<file path="config.mk">
export PLATFORM = sky130hd
export DESIGN_NAME = mux2_arbiter
export DESIGN_NICKNAME = d
export VERILOG_FILES = /design/src/rtl/mux2_arb_pkg.sv /design/src/rtl/mux2_data.sv /design/src/rtl/mux2_arbiter.sv
export SDC_FILE = /design/constraint.sdc
export NUM_CORES = 1
export LEC_CHECK = 0
export CAP_MARGIN = 20
export CORE_MARGIN = 4
export CORE_UTILIZATION = 30
export DETAILED_ROUTE_END_ITERATION = 8
export GPL_ROUTABILITY_DRIVEN = 1
export GPL_TIMING_DRIVEN = 0
export PLACE_DENSITY = 0.78
export SLEW_MARGIN = 20
export SYNTH_ARGS = -nofsm -noshare
export SYNTH_HDL_FRONTEND = slang
export SYNTH_SLANG_ARGS = --single-unit
</file>
<file path="constraint.sdc">
create_clock -name clk -period 2.4 [get_ports clk]
set_input_delay 0.36 -clock clk [delete_from_list [all_inputs] [get_ports clk]]
set_output_delay 0.36 -clock clk [all_outputs]
set_load 0.005 [all_outputs]
</file>
<file path="src/rtl/mux2_arb_pkg.sv">
// Shared definitions for the two-requester burst arbiter: FSM encoding and
// the default data path width.
package mux2_arb_pkg;

    localparam int DEFAULT_DATA_WIDTH = 8;

    typedef enum logic [1:0] {
        IDLE   = 2'd0,
        GRANT0 = 2'd1,
        GRANT1 = 2'd2
    } state_t;

endpackage

</file>
<file path="src/rtl/mux2_data.sv">
// Combinational 2:1 select of one {last, data} word; sel = 1 picks data_1.
module mux2_data #(
    parameter int WIDTH = 9
) (
    input  logic [WIDTH-1:0] data_0,
    input  logic [WIDTH-1:0] data_1,
    input  logic             sel,
    output logic [WIDTH-1:0] data
);

    assign data = sel ? data_1 : data_0;

endmodule

</file>
<file path="src/rtl/mux2_arbiter.sv">
// Two-requester burst arbiter with a round-robin priority pointer. A grant is
// held for a whole burst and handed over at burst end without a bubble.
module mux2_arbiter
    import mux2_arb_pkg::*;
#(
    parameter int DATA_WIDTH = DEFAULT_DATA_WIDTH
) (
    input  logic                  clk,
    input  logic                  rst_n,
    input  logic                  valid_0,
    input  logic                  valid_1,
    input  logic [DATA_WIDTH-1:0] d_0,
    input  logic [DATA_WIDTH-1:0] d_1,
    input  logic                  last_0,
    input  logic                  last_1,
    output logic                  ready_0,
    output logic                  ready_1,
    output logic [DATA_WIDTH-1:0] mux_out,
    output logic                  out_valid,
    output logic                  out_last,
    input  logic                  out_ready,
    output logic                  sel,
    output state_t                state,
    output logic                  prio
);

    // Handshake: a beat moves when valid and ready are both high in the same
    // cycle; ready never depends on valid, and the non-granted ready stays 0.

    state_t state_q, state_next;
    logic   prio_q, prio_next;

    assign sel   = (state_q == GRANT1);
    assign state = state_q;
    assign prio  = prio_q;

    mux2_data #(
        .WIDTH(DATA_WIDTH + 1)
    ) u_data (
        .data_0({last_0, d_0}),
        .data_1({last_1, d_1}),
        .sel   (sel),
        .data  ({out_last, mux_out})
    );

    always_ff @(posedge clk or negedge rst_n) begin
        if (!rst_n) begin
            state_q <= IDLE;
            prio_q  <= 1'b0;
        end else begin
            state_q <= state_next;
            prio_q  <= prio_next;
        end
    end

    always_comb begin
        state_next = state_q;
        prio_next  = prio_q;
        out_valid  = 1'b0;
        ready_0    = 1'b0;
        ready_1    = 1'b0;
        unique case (state_q)
            IDLE: begin
                if (valid_0 && valid_1) begin
                    state_next = prio_q ? GRANT1 : GRANT0;
                end else if (valid_0) begin
                    state_next = GRANT0;
                end else if (valid_1) begin
                    state_next = GRANT1;
                end
            end
            GRANT0: begin
                out_valid = valid_0;
                ready_0   = out_ready;
                // Burst end hands the grant straight to the other side if it waits.
                if (valid_0 && out_ready && out_last) begin
                    prio_next  = 1'b1;
                    state_next = valid_1 ? GRANT1 : (valid_0 ? GRANT0 : IDLE);
                end
            end
            GRANT1: begin
                out_valid = valid_1;
                ready_1   = out_ready;
                if (valid_1 && out_ready && out_last) begin
                    prio_next  = 1'b0;
                    state_next = valid_0 ? GRANT0 : (valid_1 ? GRANT1 : IDLE);
                end
            end
            default: begin
                state_next = IDLE;
            end
        endcase
    end

endmodule

</file>
==> qor.csv <==
metric,value,unit
antenna violations before repair,0,
setup violators final,0,
Fin. Hold Viols,0,
RR Endpoint,state[0],
Critical Path Source,state[0],
Rel. slew slack,84.6,%
finished layout cell area,885,um^2
Worst R2R Path Depth,6,
GPL Wtd Cong,0.789,
Synth Cell Area,437,um^2
CTS tree,done,
fin crit share,95.2,%
share of the synthesized area in the top cell type,20.6,%
nets,119,
Avg WL per Cell,12.7,um
first-pass GRT wire length,2300,um
share of cells above drive strength 1,20.0,%
number of global-route vias before repair,582,
status,"complete, no violations",
reg2reg setup slack,0.52,ns
top post-synthesis cells by area,"mux2_2 (21%), dfrtp_1 (17%), ha_1 (14%)",
fin. max-slew vios,0,
"count leader, synth",mux2_2,
Yosys reg bits,3,
clk slew on worst S/H paths,0.04,ns
min Tclk post-route,2.28,ns
Worst EP required,2.04,ns
Clock Power Share,11.9,%
Worst Skew,0.00593,ns
worst-margin pin slew,0.231,ns
Detailed Route WL,1340,um
Post-Place Cell Area,836,um^2
Final ANT Viol Nets,0,
cell count after synthesis,48,
Hold Crit Class,in2async,
Int Pwr,499,uW
placed instance count,101,
Seq pwr share,13.7,%
Post-synth top flop,dfrtp_1,
number of I/O port buffers,38,
clk_lat worst skew,0.24,ns
# clock sinks,3,
Area Overhead vs Synth,103,%
# DRC,0,
Post-synth top cells,"mux2_2 (8), inv_1 (6), ha_1 (5)",
largest area contributor in the netlist,mux2_2,
NetSw,268,uW
RSZ-0062 raised after global routing,false,
Detailed Place HPWL,1160,um
VDD IR max,0.342,mV
setup tns final,0,ns
Critical Path End Type,output port,
Row Count,13,
drt first pass iters,4,
f_max,0.438,GHz
MaxCap Viol Count,0,
CTS Buf Count,3,
GRT Overall Usage,14.7,%
Clock H-tree levels,1,
Lkg Pwr,0.000356,uW
Clock Tree Root,clkbuf_4,
vias post-DR,531,
setup repair bufs after CTS,0,
count of cell types in the netlist,20,
core area,1330,um^2
Die H,46.2,um
Synth Net Count,76,
die area,2130,um^2
Post-synth EDFFs,0,
Yosys warnings,0,
Comb pwr share,74.4,%
Die X,46.2,um
CP Class,reg2out,
Max Buffers Root-to-Sink,2,
Worst EP arrival,1.92,ns
crit path capture,mux_out[6],
pin count of the biggest net entering global routing,11,
Final Core Density,66.3,%
diodes inserted,0,
Initial DRC Count,3,
ys async rst share,100,%
vias per cell,5.06,
crit path max fanout,10,
PwrDens,867,nW/um^2
register area share after synthesis,17.2,%
switching part of the total,35.0,%
starting density of the core,32.7,%
Crit Reg-Reg Startpoint,state[0],
Fin Hold WS,0.297,ns
Syn Area/Cell,9.10,um^2
top-level port count,39,
CP Launch Type,flip-flop,
global route total overflow,0,
Final Instance Count excl. Fillers,105,
final cells by class:
class | count | area (um^2)
timing repair buffer | 38 | 380
buffer | 1 | 13.8
multi-input combinational | 38 | 348
sequential | 3 | 75.1
fill | 119 | 449
inverter | 6 | 22.5
clock buffer | 4 | 26.3
tap | 15 | 18.8
metrics by stage:
step	total power (uW)	setup slack, ns
5_1_grt	841	0.0229
4_1_cts	781	0.0326
2_1_floorplan	390	0.478
3_5_place_dp	647	-0.0822
6_report	767	0.116
3_3_place_gp	641	-0.0480
repair_timing:
action                     CTS  global route
resized for setup            5             1
hold buffers                 0             0
pin swaps                    0             0
setup endpoints to repair    8             8
flip-flops by register name, summed over array words and instances (netlist names):
name and cells:
prio 1, state 2
cell families (layout without fill, tap and decap cells):
group           after synthesis  count (layout)  share of synthesized area, %
mux                          12              12                          31.5
compound gates               11              11                          17.5
simple gates                 10              10                          13.5
buf+inv                       7              49                          6.02
fa+ha+maj                     5               5                          14.3
flops                         3               3                          17.2
power by group through the flow:
stage	registers, uW	logic, uW	clock network (uW)
3_5_place_dp	103	545	0
3_3_place_gp	100	541	0
6_report	105	571	91.1
4_1_cts	105	580	95.8
5_1_grt	110	633	97.2
2_1_floorplan	98.3	291	0
cells in the final DEF (no fill, tap or decap), types with 2 or more instances in the layout:
cell type	synthesis	routed
clkdlybuf4s50_1	0	38
mux2_2	8	8
inv_1	6	5
a21oi_1	4	4
ha_1	5	4
nor2b_1	3	3
nand2_1	3	3
clkbuf_4	0	3
dfrtp_1	3	3
and2_1	2	2
o21ai_0	2	2
mux2_1	2	2
layer usage:
layer	global-route usage (%)	part of all wire [%]	vias to the layer above
met2	26.6	49	36
met4	5.11	0.60	0
met1	14.6	37	240
met3	6.64	13	2
li1	-	-	253
met5	0	0	-
worst max-delay path, stage by stage (launching register included):
cell             delay, ns
dfrtp_1               0.42
inv_2                 0.12
ha_4                  0.18
clkbuf_8              0.18
mux2_2                0.34
clkdlybuf4s50_1       0.45
how the worst min path moves through the flow:
stage                      from  slack [ns]    to
after global placement    rst_n        0.55  prio
after CTS                 rst_n        0.29  prio
after floorplan           rst_n        0.06  prio
final                     rst_n        0.30  prio
after detailed placement  rst_n        0.55  prio
after global routing      rst_n        0.30  prio
(Power assumes the default switching activity.)
